==> src/rtl/cam_to_world_pkg.sv <==
// Shared widths, vector types and FSM states for the camera-to-world translation stage.
package cam_to_world_pkg;

  localparam int unsigned IN_W  = 8;
  localparam int unsigned POS_W = 7;
  localparam int unsigned OUT_W = 6;
  localparam int unsigned SUM_W = IN_W + 2;

  // Saturation limits expressed at the intermediate sum width
  localparam logic signed [SUM_W-1:0] SUM_MAX = SUM_W'((2 ** (OUT_W - 1)) - 1);
  localparam logic signed [SUM_W-1:0] SUM_MIN = SUM_W'(-(2 ** (OUT_W - 1)));

  typedef logic signed [IN_W-1:0]  cam_comp_t;
  typedef logic signed [POS_W-1:0] pos_comp_t;
  typedef logic signed [OUT_W-1:0] world_comp_t;

  typedef cam_comp_t   [2:0] vec3_cam_t;
  typedef pos_comp_t   [2:0] vec3_pos_t;
  typedef world_comp_t [2:0] vec3_world_t;

  typedef enum logic [1:0] {StIdle, StAdd, StHold} state_e;

endpackage

==> src/rtl/cam_to_world_vec3_add_sat.sv <==
// Combinational 3-lane sign-extend, add and saturate; any clamped lane raises sat.
module cam_to_world_vec3_add_sat
  import cam_to_world_pkg::*;
(
  input  vec3_cam_t   a,
  input  vec3_pos_t   b,
  output vec3_world_t y,
  output logic        sat
);

  logic signed [SUM_W-1:0] sum [3];

  always_comb begin
    sat = 1'b0;
    y   = '0;
    for (int i = 0; i < 3; i++) begin
      sum[i] = {{(SUM_W - IN_W){a[i][IN_W-1]}}, a[i]}
             + {{(SUM_W - POS_W){b[i][POS_W-1]}}, b[i]};
      if (sum[i] > SUM_MAX) begin
        y[i] = SUM_MAX[OUT_W-1:0];
        sat  = 1'b1;
      end else if (sum[i] < SUM_MIN) begin
        y[i] = SUM_MIN[OUT_W-1:0];
        sat  = 1'b1;
      end else begin
        y[i] = sum[i][OUT_W-1:0];
      end
    end
  end

endmodule

==> src/rtl/cam_to_world.sv <==
// Adds the camera position back onto a camera-relative triangle, one vertex per cycle,
// producing saturated world-space vertices behind a valid/ready handshake.
module cam_to_world
  import cam_to_world_pkg::*;
(
  input  logic                    clk_in,
  input  logic                    rst_n_in,
  input  logic signed [POS_W-1:0] cam_pos_in [3],
  input  logic                    cam_load_in,
  input  logic                    tri_valid_in,
  output logic                    tri_ready_out,
  input  logic signed [IN_W-1:0]  v1_in [3],
  input  logic signed [IN_W-1:0]  v2_in [3],
  input  logic signed [IN_W-1:0]  v3_in [3],
  output logic                    tri_valid_out,
  input  logic                    tri_ready_in,
  output logic signed [OUT_W-1:0] v1_out [3],
  output logic signed [OUT_W-1:0] v2_out [3],
  output logic signed [OUT_W-1:0] v3_out [3],
  output logic                    clip_out,
  output logic                    busy_out
);

  state_e      state_q, state_d;
  vec3_pos_t   cam_q, pend_q, cam_new;
  logic        pending_q;
  logic [1:0]  idx_q;
  logic        clip_q;
  vec3_cam_t   vin_q [3];
  vec3_cam_t   tri_new [3];
  vec3_world_t vout_q [3];

  logic        accept, hold_done, add_en;
  vec3_cam_t   add_a;
  vec3_world_t add_y;
  logic        add_sat;

  always_comb begin
    for (int i = 0; i < 3; i++) begin
      cam_new[i]    = cam_pos_in[i];
      tri_new[0][i] = v1_in[i];
      tri_new[1][i] = v2_in[i];
      tri_new[2][i] = v3_in[i];
    end
  end

  always_comb begin
    state_d   = state_q;
    accept    = 1'b0;
    hold_done = 1'b0;
    add_en    = 1'b0;
    unique case (state_q)
      StIdle: begin
        if (tri_valid_in) begin
          accept  = 1'b1;
          state_d = StAdd;
        end
      end
      StAdd: begin
        add_en = 1'b1;
        if (idx_q == 2'd2) state_d = StHold;
      end
      StHold: begin
        if (tri_ready_in) begin
          hold_done = 1'b1;
          state_d   = StIdle;
        end
      end
      default: state_d = StIdle;
    endcase
  end

  always_comb begin
    case (idx_q)
      2'd0:    add_a = vin_q[0];
      2'd1:    add_a = vin_q[1];
      default: add_a = vin_q[2];
    endcase
  end

  cam_to_world_vec3_add_sat u_add (
    .a   (add_a),
    .b   (cam_q),
    .y   (add_y),
    .sat (add_sat)
  );

  always_ff @(posedge clk_in or negedge rst_n_in) begin
    if (!rst_n_in) begin
      state_q   <= StIdle;
      cam_q     <= '0;
      pend_q    <= '0;
      pending_q <= 1'b0;
      idx_q     <= '0;
      clip_q    <= 1'b0;
      for (int i = 0; i < 3; i++) begin
        vin_q[i]  <= '0;
        vout_q[i] <= '0;
      end
    end else begin
      state_q <= state_d;
      if (accept) begin
        vin_q  <= tri_new;
        clip_q <= 1'b0;
        idx_q  <= '0;
      end
      if (add_en) begin
        for (int i = 0; i < 3; i++) begin
          if (idx_q == 2'(i)) vout_q[i] <= add_y;
        end
        clip_q <= clip_q | add_sat;
        idx_q  <= idx_q + 2'd1;
      end
      // Loads seen mid-triangle are deferred so the in-flight triangle keeps its camera
      if (state_q == StIdle) begin
        if (cam_load_in) cam_q <= cam_new;
      end else if (hold_done) begin
        if (cam_load_in)    cam_q <= cam_new;
        else if (pending_q) cam_q <= pend_q;
        pending_q <= 1'b0;
      end else if (cam_load_in) begin
        pend_q    <= cam_new;
        pending_q <= 1'b1;
      end
    end
  end

  assign tri_ready_out = rst_n_in && (state_q == StIdle);
  assign tri_valid_out = (state_q == StHold);
  assign busy_out      = (state_q != StIdle);
  assign clip_out      = clip_q && (state_q == StHold);

  always_comb begin
    for (int i = 0; i < 3; i++) begin
      v1_out[i] = vout_q[0][i];
      v2_out[i] = vout_q[1][i];
      v3_out[i] = vout_q[2][i];
    end
  end

endmodule
==> config.mk <==
export PLATFORM = sky130hd
export DESIGN_NAME = cam_to_world
export DESIGN_NICKNAME = d
export VERILOG_FILES = /design/src/rtl/cam_to_world_pkg.sv /design/src/rtl/cam_to_world_vec3_add_sat.sv /design/src/rtl/cam_to_world.sv
export SDC_FILE = /design/constraint.sdc
export NUM_CORES = 1
export LEC_CHECK = 0
export ABC_CLOCK_PERIOD_IN_PS = 8700
export BUFFER_PORTS_ARGS = -buffer_cell sky130_fd_sc_hd__buf_2
export CAP_MARGIN = 15
export CORE_MARGIN = 4
export CORE_UTILIZATION = 61
export DETAILED_ROUTE_END_ITERATION = 6
export PLACE_DENSITY_LB_ADDON = 0.05
export SYNTH_ARGS = -nofsm -noshare
export SYNTH_HDL_FRONTEND = slang
export SYNTH_HIERARCHICAL = 1
export SYNTH_SLANG_ARGS = --single-unit
==> constraint.sdc <==
create_clock -name clk_in -period 8.7 [get_ports clk_in]
set_input_delay 1.305 -clock clk_in [delete_from_list [all_inputs] [get_ports clk_in]]
set_output_delay 1.305 -clock clk_in [all_outputs]
set_load 0.05 [all_outputs]
==> metrics.md, run 1 <==
| Metric | Value |
|---|---|
| Status | `finished, final reports clean` |
| Layout area overhead | `15.5%` |
| Final Worst Setup Slack | `4.18 ns` |
| Placed cells | `between 1k and 1.5k` |
| CP max FO | `24` |
| H-tree depth | `4` |
| # clock sinks | `between 150 and 200` |
| DRT Wirelength | `21000 µm` |
| Max Root-Sink Buffers | `2` |
| Synth Instances | `701` |
| Count leader, synth | `dfrtp_1` |
| Async SR Flop Fraction | `100%` |
| Largest net degree at the start of global routing | `80` |
| CP Data Required Time | `9.00 ns` |
| Cell Rows | `between 40 and 50` |
| WP data arrival | `4.82 ns` |
| DP HPWL | `15300 µm` |
| Number of buffers created by CTS | `17` |
| Via count | `6090` |
| Die width | `130 µm` |
| Post-CTS Resized | `0` |
| Hold buffers post-CTS | `0` |
| FF-to-FF setup slack | `4.18 ns` |
| Yosys reg bits | `174` |
| Synth Flop Type | `dfrtp_1` |
| Yosys cell types | `65` |
| Post-Route Setup TNS | `0 ns` |
| Core Area | `14500 µm²` |
| Synth area leader | `dfrtp_1` |
| Met3 routed wirelength | `1190 µm` |
| Vias per cell | `between 5 and 6` |
| GRT Residual Overflow | `0` |
| Fin crit share | `51.9%` |
| TritonCTS clock tree | `done` |
| Worst-skew pair later-pin latency | `roughly 0.43 ns` |
| Slew HR | `25.4%` |
| First-pass GRT wire length | `between 30000 and 40000 µm` |
| Synth Cell Area | `around 9000 µm²` |
| Post-synthesis sequential area ratio | `48.2%` |
| Final nets | `981` |
| Avg Cell Area, Syn | `around 13 µm²` |
| # DRC | `0` |
| Kind of end point of the critical path | `flip-flop` |
| Drt pass-1 iters | `5` |
| Total of max-cap violations | `0` |
| WS Path Type | `flip-flop to flip-flop` |
| Top sig layer | `met4` |
| Setup violators final | `0` |
| Yosys top cell area share | `48.2%` |
| Startpoint Class | `flip-flop` |
| Number of synthesized flops with an enable pin | `0` |
| Final-layout fill cell count | `1041` |
| Tmin final | `about 4.5 ns` |
| Synth cell count leaders | `dfrtp_1, mux2_2, mux2_4` |
| Fin cells | `1049` |
| I/O pin count | `about 160` |
| DR iter-0 viols | `433` |
| Clock transition at the registers of the reported paths | `0.06 ns` |
| Max Clock Freq | `about 220 MHz` |
| Die ar. | `16800 µm²` |
| Syn_nets | `830` |
| Clock Skews | `0.0153 ns` |
| Vias in the first global route | `6267` |
| IO buf count | `155` |
| Post-DRT Antenna Nets | `0` |
| Clk root buf | `clkbuf_16` |
| # diodes | `0` |
| Post-CTS Setup Repair Bufs | `0` |
| GRT Total Usage | `25.8%` |
| Slew @ Worst Pin | `1.12 ns` |
| Initial Util | `62.1%` |
| Final Hold Fails | `0` |
| Avg WL per Cell | `20.0 µm` |
| Main area contributors after synthesis | `dfrtp_1, mux2_4, mux2_2, mux2_1, ha_1` |
| DIE HEIGHT | `~130 µm` |
| Final Wtd Congestion | `0.879` |
| Ys Warns | `6` |
| Met2 routed WL | `10600 µm` |
| Worst slack, placed | `4.32 ns` |
| Fraction of layout cells with a size suffix above 1 | `41.5%` |
| Min-delay worst type | `flip-flop to flip-flop` |
| RSZ-0062 raised after global routing | `false` |
| Pins Over Slew Limit | `0` |
| WL met1 | `9010 µm` |
| Antenna violations before repair | `0` |
-- layer usage --
layer	track usage (%)	vias up
met5	0	-
met4	5.93	0
met3	5.69	19
met2	43.3	178
met1	34.4	3081
li1	-	2812
-- cell usage in the layout (no fill, tap or decap), types with 2 or more instances in the layout --
cell | synthesis | final
nand4_1 | 2 | 2
nand2b_1 | 2 | 2
mux2_1 | 42 | 42
mux2_2 | 78 | 78
buf_2 | 6 | 154
ha_1 | 28 | 28
dfrtp_1 | 174 | 174
nand2_4 | 3 | 3
o31ai_2 | 2 | 2
nor2b_1 | 5 | 5
nor2_1 | 40 | 40
xnor2_1 | 5 | 5
bufinv_16 | 0 | 3
a21oi_1 | 45 | 45
and3_1 | 3 | 3
clkinv_2 | 0 | 2
inv_1 | 19 | 19
fa_1 | 3 | 3
a21o_1 | 8 | 8
mux2i_1 | 2 | 2
mux2_4 | 70 | 70
clkinvlp_4 | 0 | 2
clkbuf_1 | 10 | 3
and2_1 | 2 | 2
or2_2 | 2 | 2
o21ai_0 | 41 | 41
o21a_1 | 4 | 4
nand3_1 | 2 | 2
nand2_1 | 37 | 37
xor2_1 | 7 | 7
nor3_1 | 7 | 7
a31oi_1 | 4 | 4
buf_4 | 1 | 5
clkbuf_8 | 0 | 3
clkbuf_16 | 0 | 17
and4_1 | 2 | 2
a21boi_0 | 2 | 2
-- flip-flops by register name, summed over array words and instances, names as in the netlist --
name	flops
pending_q	1
clip_q	1
v3_out	18
v2_out	18
v1_out	18
pend_q	21
idx_q	2
state_q	2
cam_q	21
vin_q	72
-- area by class of cell --
| type | instances | area (µm²) | share of cell area (%) |
|---|---|---|---|
| clock buffer | 23 | 478 | 4.58 |
| clock inverter | 9 | 133 | 1.27 |
| inverter | 19 | 71.3 | 0.683 |
| multi-input combinational | 480 | 4350 | 41.7 |
| sequential | 174 | 4350 | 41.7 |
| tap | 184 | 230 | 2.21 |
| timing repair buffer | 160 | 820 | 7.85 |
-- worst paths after layout --
path | from | end | cells after the start
min in group asynchronous | rst_n_in | v3_out[7]$_DFFE_PN0P_ | 1
worst max-delay path | idx_q[1]$_DFFE_PN0P_ | v2_out[15]$_DFFE_PN0P_ | 14
worst min-delay path | v2_out[14]$_DFFE_PN0P_ | v2_out[14]$_DFFE_PN0P_ | 1
max in group asynchronous | rst_n_in | cam_q[8]$_DFFE_PN0P_ | 3
worst min register to register | v2_out[14]$_DFFE_PN0P_ | v2_out[14]$_DFFE_PN0P_ | 1
worst max register to register | idx_q[1]$_DFFE_PN0P_ | v2_out[15]$_DFFE_PN0P_ | 14
-- through the flow --
stage,cell area (µm²),utilization [%],hold slack (ns)
floorplan,9030,-,0.457
global placement,9820,67.6,0.469
detailed placement,9820,67.6,0.475
CTS,10400,71.8,0.489
global route,10400,71.8,0.508
finish,10400,71.8,0.485
-- cell families after synthesis --
logic type                 after synthesis  share of synthesized area (%)
muxes                                  192                           26.8
DFF                                    174                           48.2
AOI/OAI and AO/OA                      129                           9.21
and+or+nand+nor                        116                           6.37
buffers and inverters                   47                           3.67
adders and majority gates               31                           4.54
xor gates and xnor gates                12                           1.16
-- worst max-delay path: stages (launching register included) --
cell and delay [ns]:
dfrtp_1 0.40, inv_1 0.12, ha_1 0.24, nand2b_1 0.69, o21ai_0 0.19, a21oi_1 0.30, ha_1 0.36, a21oi_1 0.22
o21ai_0 0.13, a221oi_2 0.32, xor2_1 0.32, nor2_1 0.13, a211oi_2 0.33, o21ai_0 0.29, mux2_1 0.35
Power of run 1 is left out: the tool's default activity adds up to more than one toggle a clock period on the data nets, which glitch-free logic cannot reach.
==> inputs of run 2 (changes only) <==
ABC_CLOCK_PERIOD_IN_PS = 3900   (was 8700)
CORE_UTILIZATION = 51   (was 61)
clock period = 3.9 ns   (was 8.7 ns; I/O delays follow)
==> run 2 against run 1 <==
Setup slack lost 4.1 ns; first-iteration DRC count fell by 38%; count of clock-buffer cells in the layout fell by 4; register-to-register slack worse by 4.1 ns; sequential cell count unchanged; clock skew fell by 0.0062 ns.
==> metrics.md, run 2 (same netlist as run 1, synthesis figures left out) <==
| Metric | Value |
|---|---|
| Kind of end point of the critical path | `flip-flop (unchanged)` |
| I/O pin count | `156 (unchanged)` |
| Worst-skew pair later-pin latency | `0.43 ns (about the same)` |
| CP max FO | `17 (was 24)` |
| Startpoint Class | `flip-flop (unchanged)` |
| Final Hold Fails | `0 (unchanged)` |
| Initial Util | `52.2% (was 62.1%)` |
| Clock Skews | `0.00916 ns (was 0.0153 ns)` |
| Final Worst Setup Slack | `0.128 ns (was 4.18 ns)` |
| Min-delay worst type | `primary input to async pin (was flip-flop to flip-flop)` |
| DRT Wirelength | `21200 µm (was 21000 µm)` |
| Slew HR | `26.6% (was 25.4%)` |
| CP Data Required Time | `4.20 ns (was 9.00 ns)` |
| Fin crit share | `96.7% (was 51.9%)` |
| Number of buffers created by CTS | `17 (unchanged)` |
| Die width | `141 µm (was 130 µm)` |
| Setup violators final | `0 (unchanged)` |
| Antenna violations before repair | `0 (unchanged)` |
| Die ar. | `19900 µm² (was 16800 µm²)` |
| Fraction of layout cells with a size suffix above 1 | `44.9% (was 41.5%)` |
| Most frequent cells in the layout | `dfrtp_1, buf_2, mux2_2 (unchanged)` |
| Commonest non-fill, non-tap cell in the layout | `dfrtp_1 (unchanged)` |
| Pins Over Slew Limit | `0 (unchanged)` |
| Largest net degree at the start of global routing | `138 (was 80)` |
| DP HPWL | `15600 µm (was 15300 µm)` |
| Final-layout fill cell count | `1386 (was 1041)` |
| Tmin final | `3.77 ns (was 4.52 ns)` |
| Avg WL per Cell | `19.1 µm (was 20.0 µm)` |
| Vias per cell | `5.48 (was 5.81)` |
| Worst slack, placed | `0.0431 ns (was 4.32 ns)` |
| H-tree depth | `4 (unchanged)` |
| WS Path Type | `flip-flop to flip-flop (unchanged)` |
| Hold buffers post-CTS | `0 (unchanged)` |
| Final Wtd Congestion | `0.880 (was 0.879)` |
| DR iter-0 viols | `268 (was 433)` |
| DIE HEIGHT | `141 µm (was 130 µm)` |
| Clk root buf | `clkbuf_16 (unchanged)` |
| Max Clock Freq | `265 MHz (was 221 MHz)` |
| Post-DRT Antenna Nets | `0 (unchanged)` |
| IO buf count | `155 (unchanged)` |
| # clock sinks | `174 (unchanged)` |
| Drt pass-1 iters | `4 (was 5)` |
| Via count | `6084 (was 6090)` |
| WP data arrival | `4.07 ns (was 4.82 ns)` |
| Status | `finished, final reports clean (unchanged)` |
| Cell Rows | `48 (was 44)` |
| Clock transition at the registers of the reported paths | `0.06 ns (about the same)` |
| Final nets | `1001 (was 981)` |
| Core Area | `17300 µm² (was 14500 µm²)` |
| First-pass GRT wire length | `34400 µm (was 33100 µm)` |
| Number of flip-flops in the largest register | `72 (unchanged)` |
| Slew @ Worst Pin | `1.10 ns (was 1.12 ns)` |
| Max Root-Sink Buffers | `2 (unchanged)` |
| Most flops, register | `vin_q (unchanged)` |
| Vias in the first global route | `6397 (was 6267)` |
| # diodes | `0 (unchanged)` |
| # DRC | `0 (unchanged)` |
| GRT Residual Overflow | `0 (unchanged)` |
| GRT Total Usage | `21.8% (was 25.8%)` |
| TritonCTS clock tree | `done (unchanged)` |
| Regs by FF count | `vin_q x72, cam_q x21, pend_q x21 (unchanged)` |
| Layout area overhead | `18.6% (was 15.5%)` |
| Total of max-cap violations | `0 (unchanged)` |
==> run 2: final timing paths <==
| path | slack (ns) | depth (start not counted) | end | start |
|---|---|---|---|---|
| hold / removal | 0.06 | 1 | v2_out[7]$_DFFE_PN0P_ | rst_n_in |
| setup reg to reg | 0.13 | 17 | v3_out[14]$_DFFE_PN0P_ | idx_q[0]$_DFFE_PN0P_ |
| setup / recovery | 0.13 | 17 | v3_out[14]$_DFFE_PN0P_ | idx_q[0]$_DFFE_PN0P_ |
| max in group asynchronous | 2.74 | 2 | cam_q[17]$_DFFE_PN0P_ | rst_n_in |
| hold reg to reg | 0.49 | 1 | v3_out[15]$_DFFE_PN0P_ | v3_out[15]$_DFFE_PN0P_ |
| min in group clk_in | 0.35 | 2 | state_q[1]$_DFFE_PN0P_ | tri_ready_in |
==> run 2: metrics by stage <==
step           utilization (%)  hold slack (ns)  std cells  instance area (µm²)  TNS [ns]
4_1_cts                   61.1           0.0701       1106                10600         0
3_5_place_dp              57.9            0.475       1074                10000         0
5_1_grt                   61.9           0.0772       1110                10700    -0.342
3_3_place_gp              57.9            0.467       1074                10000         0
2_1_floorplan                -            0.289        701                 9030         0
6_report                  61.9           0.0621       1110                10700         0
==> run 2: per-layer routing <==
metal | vias up | part of all wire (%) | global-route usage, %
li1 | 2858 | - | -
met3 | 26 | 4.3 | 3.87
met5 | - | 0 | 0
met1 | 3052 | 45 | 29.8
met2 | 148 | 49 | 35.7
met4 | 0 | 1.9 | 6.78
==> run 2: what timing repair did <==
item | CTS | global route
endpoints found under the setup margin | 0 | 46
gates resized for setup | 0 | 29
buffers inserted | 0 | 4
hold endpoints to repair | 0 | 0
==> run 2: critical path, stage by stage (launching register included) <==
cell      delay (ns)
dfrtp_1         0.42
inv_1           0.11
ha_1            0.22
or2_4           0.34
buf_4           0.19
nor2_1          0.08
a21oi_1         0.05
ha_1            0.23
fa_1            0.41
a21o_1          0.19
nand4_1         0.12
nand2_1         0.13
nand2_1         0.18
a21oi_1         0.12
a211oi_2        0.26
buf_4           0.20
a21oi_2         0.06
mux2_1          0.31
==> run 2: cell type report <==
type / count / area (µm²) / area share (%)
multi-input combinational: 480 / 4450 / 41.6
sequential: 174 / 4350 / 40.7
timing repair buffer: 180 / 995 / 9.29
clock buffer: 19 / 433 / 4.04
tap: 225 / 282 / 2.63
clock inverter: 13 / 116 / 1.09
inverter: 19 / 75.1 / 0.701
Power of run 2 is left out for the same reason.
